===== src/rtl/fifo_ctrl_pkg.sv =====
// Shared constants, state encoding and pointer helpers for the 8-entry FIFO controller.
package fifo_ctrl_pkg;

    localparam int AW    = 3;
    localparam int DEPTH = 1 << AW;

    localparam logic [AW:0] DEPTH_CNT = (AW + 1)'(DEPTH);

    typedef enum logic [2:0] {
        ST_INIT     = 3'b000,
        ST_NO_OP    = 3'b001,
        ST_WRITE    = 3'b010,
        ST_WR_ERROR = 3'b011,
        ST_READ     = 3'b100,
        ST_RD_ERROR = 3'b101
    } state_t;

    // Power-of-two depth, so the natural AW-bit overflow gives the 7 -> 0 wrap.
    function automatic logic [AW-1:0] ptr_inc(input logic [AW-1:0] ptr);
        return ptr + AW'(1);
    endfunction

endpackage


===== src/rtl/fifo_ctrl_if.sv =====
// Push/pop request and status bundle between a FIFO user and the pointer controller.
interface fifo_ctrl_if
    import fifo_ctrl_pkg::*;
    ();

    logic          wr_en;
    logic          rd_en;
    logic [AW-1:0] wAddr;
    logic          we;
    logic [AW-1:0] rAddr;
    logic          re;
    logic          full;
    logic          empty;
    logic [AW:0]   data_count;
    logic          wr_ack;
    logic          wr_err;
    logic          rd_ack;
    logic          rd_err;

    modport master (
        output wr_en, rd_en,
        input  wAddr, we, rAddr, re, full, empty, data_count,
        input  wr_ack, wr_err, rd_ack, rd_err
    );

    modport slave (
        input  wr_en, rd_en,
        output wAddr, we, rAddr, re, full, empty, data_count,
        output wr_ack, wr_err, rd_ack, rd_err
    );

endinterface


===== src/rtl/fifo_ctrl_next_state.sv =====
// Combinational next-state decision from the current requests and occupancy.
module fifo_ctrl_next_state
    import fifo_ctrl_pkg::*;
(
    input  logic        wr_en,
    input  logic        rd_en,
    input  logic [AW:0] data_count,
    output state_t      state_next
);

    // Simultaneous or absent requests are a no-op; otherwise the count decides accept vs reject.
    always_comb begin
        state_next = ST_NO_OP;
        if (wr_en && !rd_en) begin
            state_next = (data_count < DEPTH_CNT) ? ST_WRITE : ST_WR_ERROR;
        end else if (rd_en && !wr_en) begin
            state_next = (data_count != '0) ? ST_READ : ST_RD_ERROR;
        end
    end

endmodule


===== src/rtl/fifo_ctrl.sv =====
// Head/tail/occupancy controller for the 8-entry register-file FIFO: drives write/read
// addresses and strobes, and reports per-request ack/error one cycle after the request edge.
module fifo_ctrl
    import fifo_ctrl_pkg::*;
(
    input  logic        clk,
    input  logic        reset_n,
    fifo_ctrl_if.slave  bus
);

    state_t        state_reg;
    state_t        state_next;
    logic [AW-1:0] head_reg;
    logic [AW-1:0] tail_reg;
    logic [AW:0]   count_reg;

    fifo_ctrl_next_state u_next_state (
        .wr_en      (bus.wr_en),
        .rd_en      (bus.rd_en),
        .data_count (count_reg),
        .state_next (state_next)
    );

    always_ff @(posedge clk or negedge reset_n) begin
        if (!reset_n) begin
            state_reg <= ST_INIT;
            head_reg  <= '0;
            tail_reg  <= '0;
            count_reg <= '0;
        end else begin
            state_reg <= state_next;
            case (state_next)
                ST_WRITE: begin
                    tail_reg  <= ptr_inc(tail_reg);
                    count_reg <= count_reg + (AW + 1)'(1);
                end
                ST_READ: begin
                    head_reg  <= ptr_inc(head_reg);
                    count_reg <= count_reg - (AW + 1)'(1);
                end
                default: ;
            endcase
        end
    end

    // Strobes follow the same-cycle decision; gating with reset_n keeps them low during reset.
    assign bus.we         = reset_n && (state_next == ST_WRITE);
    assign bus.re         = reset_n && (state_next == ST_READ);
    assign bus.wAddr      = tail_reg;
    assign bus.rAddr      = head_reg;

    assign bus.data_count = count_reg;
    assign bus.full       = (count_reg == DEPTH_CNT);
    assign bus.empty      = (count_reg == '0);

    assign bus.wr_ack     = (state_reg == ST_WRITE);
    assign bus.wr_err     = (state_reg == ST_WR_ERROR);
    assign bus.rd_ack     = (state_reg == ST_READ);
    assign bus.rd_err     = (state_reg == ST_RD_ERROR);

endmodule


===== src/flat_wrapper.sv =====
// flat-port wrapper written by rule: the top's interface ports become plain ports
module fifo_ctrl_flat import fifo_ctrl_pkg::*;
  (clk, reset_n, bus_wr_en, bus_rd_en, bus_wAddr, bus_we, bus_rAddr, bus_re, bus_full, bus_empty, bus_data_count, bus_wr_ack, bus_wr_err, bus_rd_ack, bus_rd_err);
  fifo_ctrl_if bus_i ();
  input  logic clk;
  input  logic reset_n;
  input wire logic [$bits(bus_i.wr_en)-1:0] bus_wr_en;
  input wire logic [$bits(bus_i.rd_en)-1:0] bus_rd_en;
  output wire logic [$bits(bus_i.wAddr)-1:0] bus_wAddr;
  output wire logic [$bits(bus_i.we)-1:0] bus_we;
  output wire logic [$bits(bus_i.rAddr)-1:0] bus_rAddr;
  output wire logic [$bits(bus_i.re)-1:0] bus_re;
  output wire logic [$bits(bus_i.full)-1:0] bus_full;
  output wire logic [$bits(bus_i.empty)-1:0] bus_empty;
  output wire logic [$bits(bus_i.data_count)-1:0] bus_data_count;
  output wire logic [$bits(bus_i.wr_ack)-1:0] bus_wr_ack;
  output wire logic [$bits(bus_i.wr_err)-1:0] bus_wr_err;
  output wire logic [$bits(bus_i.rd_ack)-1:0] bus_rd_ack;
  output wire logic [$bits(bus_i.rd_err)-1:0] bus_rd_err;
  assign bus_i.wr_en = bus_wr_en;
  assign bus_i.rd_en = bus_rd_en;
  assign bus_wAddr = bus_i.wAddr;
  assign bus_we = bus_i.we;
  assign bus_rAddr = bus_i.rAddr;
  assign bus_re = bus_i.re;
  assign bus_full = bus_i.full;
  assign bus_empty = bus_i.empty;
  assign bus_data_count = bus_i.data_count;
  assign bus_wr_ack = bus_i.wr_ack;
  assign bus_wr_err = bus_i.wr_err;
  assign bus_rd_ack = bus_i.rd_ack;
  assign bus_rd_err = bus_i.rd_err;
  fifo_ctrl u_core (.clk(clk), .reset_n(reset_n), .bus(bus_i));
endmodule

===== config.mk =====
export PLATFORM = sky130hd
export DESIGN_NAME = fifo_ctrl_flat
export DESIGN_NICKNAME = d
export VERILOG_FILES = /design/src/rtl/fifo_ctrl_pkg.sv /design/src/rtl/fifo_ctrl_if.sv /design/src/rtl/fifo_ctrl_next_state.sv /design/src/rtl/fifo_ctrl.sv /design/src/flat_wrapper.sv
export SDC_FILE = /design/constraint.sdc
export NUM_CORES = 1
export LEC_CHECK = 0
export CAP_MARGIN = 5
export CORE_MARGIN = 10
export CORE_UTILIZATION = 43
export CTS_CLUSTER_DIAMETER = 200
export DETAILED_ROUTE_END_ITERATION = 7
export PLACE_DENSITY = 0.76
export SYNTH_ARGS = -nofsm -noshare
export SYNTH_HDL_FRONTEND = slang
export SYNTH_HIERARCHICAL = 1
export SYNTH_SLANG_ARGS = --single-unit

===== constraint.sdc =====
create_clock -name clk -period 2.7 [get_ports clk]
set_input_delay 0.27 -clock clk [delete_from_list [all_inputs] [get_ports clk]]
set_output_delay 0.27 -clock clk [all_outputs]
set_load 0.02 [all_outputs]

==> impl_metrics.yaml <==
run_status:
  status: "finished clean"
power:
  ir_worst_vdd_uv: 524
  power.density_nw_per_um2: 1010
  power.switching_mw: 0.382
  p_int_mw: 0.584
  p_comb_share_pct: 49.9
  clock_power_share_pct: 12.2
  p_leak_nw: 0.447
  swShare_pct: 39.5
  seqPwrFrac_pct: 37.9
sta:
  grt_setup_unrepaired: "false"
  hold_ws_ns: 0.226
  period_minus_slack_ns: 2.34
  relSlewSlack_pct: 79.9
  worst_pin_slew_ns: 0.299
  slew_violations: 0
  skew_ns: 0.00149
  setup_viol: 0
  setup_tns_ns: 0
  max_freq_ghz: 0.428
  period_share_pct: 86.6
  worst_slack_ns: 0.363
  finalHoldViolCount: 0
finish:
  n_antenna_cell: 0
  nets: 90
  multi_input_area_um2: 325
  area_delta_synth_final_pct: 46.8
  layout_commonest_cell: "clkdlybuf4s50_1"
  seq_area_um2: 325
  drive_gt1_share_pct: 20.7
  fillCellCount: 119
  final_cell_area_um2: 961
  largest_reg_flops: 4
  final_cell_mix: "clkdlybuf4s50_1, dfrtp_1, buf_4"
detailed_routing:
  routed-via-count: 484
  ant_nets: 0
  drt-total-wl_um: 1350
  firstDrtPassIters: 4
  drc: 0
  drt_iter0_markers: 12
  wire_per_inst_um: 13.8
  viasPerCell: 4.94
synthesis:
  synth_fa_ha_area_share_pct: 5.74
  ys_ff_latch: 13
  synth_top_family_by_area: "simple AND/OR/NAND/NOR gates"
  synth-xor-area-share_pct: 12.0
  yosysSeqAreaShare_pct: 49.7
  yosys.area_share.simple_pct: 21.8
  synthFlopType: "dfrtp_1"
  synthArstFlopShare_pct: 100
  syn_area_um2: 654
  synth_mux_area_share_pct: 5.16
  avgSynthCellArea_um2: 12.8
  syn_inst: 51
  yosysWarnings: 6
  synth_edf_count: 0
  synth_cell_types: 20
  synth-compound-area-share_pct: 4.97
  synth_fp_nets: 58
global_route:
  grt_pass1_wl_um: 2300
  grt-ovfl-total: 0
  antenna_found_initial: 0
  grt_max_degree: 11
  grt_pass1_vias: 491
  gr-usage-all-layers_pct: 8.60
flow_run:
  cap_viol_max_count: 0
clocking:
  clk_latency_ns: 0.27
  cts.sinks: 13
  cts_tree: "built"
  clkTransAtPathRegs_ns: 0.08
  htreeDepth: 1
  cts_buffers: 3
  root_buffer: "clkbuf_4"
  cts.path.max_buffers: 2
setup_path:
  r2r_end: "u_core/bus.data_count[1]"
  startpoint_type: "flop"
  rrSetupSlack_ns: 0.36
  cp_max_fo: 8
  worstSetupEndpointType: "flop"
  arrival_ns: 2.50
  reg2reg_from: "u_core/bus.data_count[1]"
  critPathKind: "reg -> reg"
  worstPathRequired_ns: 2.86
  r2r_cells: 8
placed_design:
  io_buffers: 21
  gp_congestion: 0.743
  place_ws_ns: 0.322
  placed_cell_area_um2: 922
min_path:
  min_path_type: "in -> async"
die:
  rows: 14
  coreArea_um2: 1470
  die_h_um: 59.0
  ioPinCount: 22
  die_w_um: 59.0
  start_util_pct: 44.5
  dieArea_um2: 3480
power by group through the flow:
stage	clock network, mW	registers (mW)	logic (mW)
after floorplan	0	0.448	0.168
final	0.118	0.366	0.482
after detailed placement	0	0.369	0.482
after global routing	0.136	0.380	0.528
after CTS	0.125	0.367	0.486
after global placement	0	0.366	0.474
layer usage:
layer | part of all wire (%) | wire [um] | track usage [%]
met1 | 41 | 560 | 9.84
met5 | 0 | 0 | 0
met3 | 14 | 190 | 5.58
met4 | 0.37 | 5 | 4.92
met2 | 44 | 595 | 11.7
timing repair:
action / CTS / global route
endpoints found under the setup margin: 0 / 2
buffers inserted: 0 / 1
hold buffers: 0 / 0
gates resized for setup: 0 / 2
area by class of cell:
class                      count  area share (%)
multi-input combinational     37            33.9
sequential                    13            33.9
clock buffer                   4            2.73
timing repair buffer          27            27.1
inverter                       1           0.391
tap                           16            2.08
cell usage after synthesis, drive strengths merged (2+ instances only):
master | n | area share [%]
and2 | 3 | 3.1
and3b | 2 | 2.7
nand2 | 2 | 1.1
xor2 | 4 | 5.4
dfrtp | 13 | 50
nor2b | 2 | 1.9
ha | 3 | 5.7
a22oi | 3 | 5.0
nor3b | 4 | 8.0
mux2 | 3 | 5.2
nor2 | 2 | 1.1
xnor2 | 5 | 6.7
critical path, stage by stage, from the launching register on:
cell and delay, ns:
dfrtp_1 0.46, or4_1 0.57, a22oi_2 0.16, buf_4 0.17, nor3b_4 0.05, buf_4 0.15
xor2_1 0.14, ha_1 0.27, mux2_2 0.26
stage by stage:
stage	util (%)	total power, mW	instances
final	65.3	0.966	98
after global routing	65.3	1.04	98
after CTS	64.5	0.977	97
after detailed placement	62.7	0.851	93
after global placement	62.7	0.840	93
after floorplan	-	0.616	51
logic make-up after synthesis:
| logic type | count (synthesis) |
|---|---|
| fa+ha+maj | 3 |
| compound gates | 3 |
| flops | 13 |
| mux | 3 |
| xor+xnor | 9 |
| simple gates | 19 |
| buf+inv | 1 |
worst max path at each step:
stage                                  start                       end  cells past startpoint
global route        u_core/bus.data_count[1]  u_core/bus.data_count[2]                     10
detailed placement                 bus_rd_en                    bus_re                      6
finish              u_core/bus.data_count[1]  u_core/bus.data_count[1]                      8
global placement                   bus_rd_en                    bus_we                      6
CTS                 u_core/bus.data_count[1]                    bus_re                      5
floorplan           u_core/bus.data_count[1]  u_core/bus.data_count[1]                      6
Note: power is estimated with default switching activity, not from simulation.
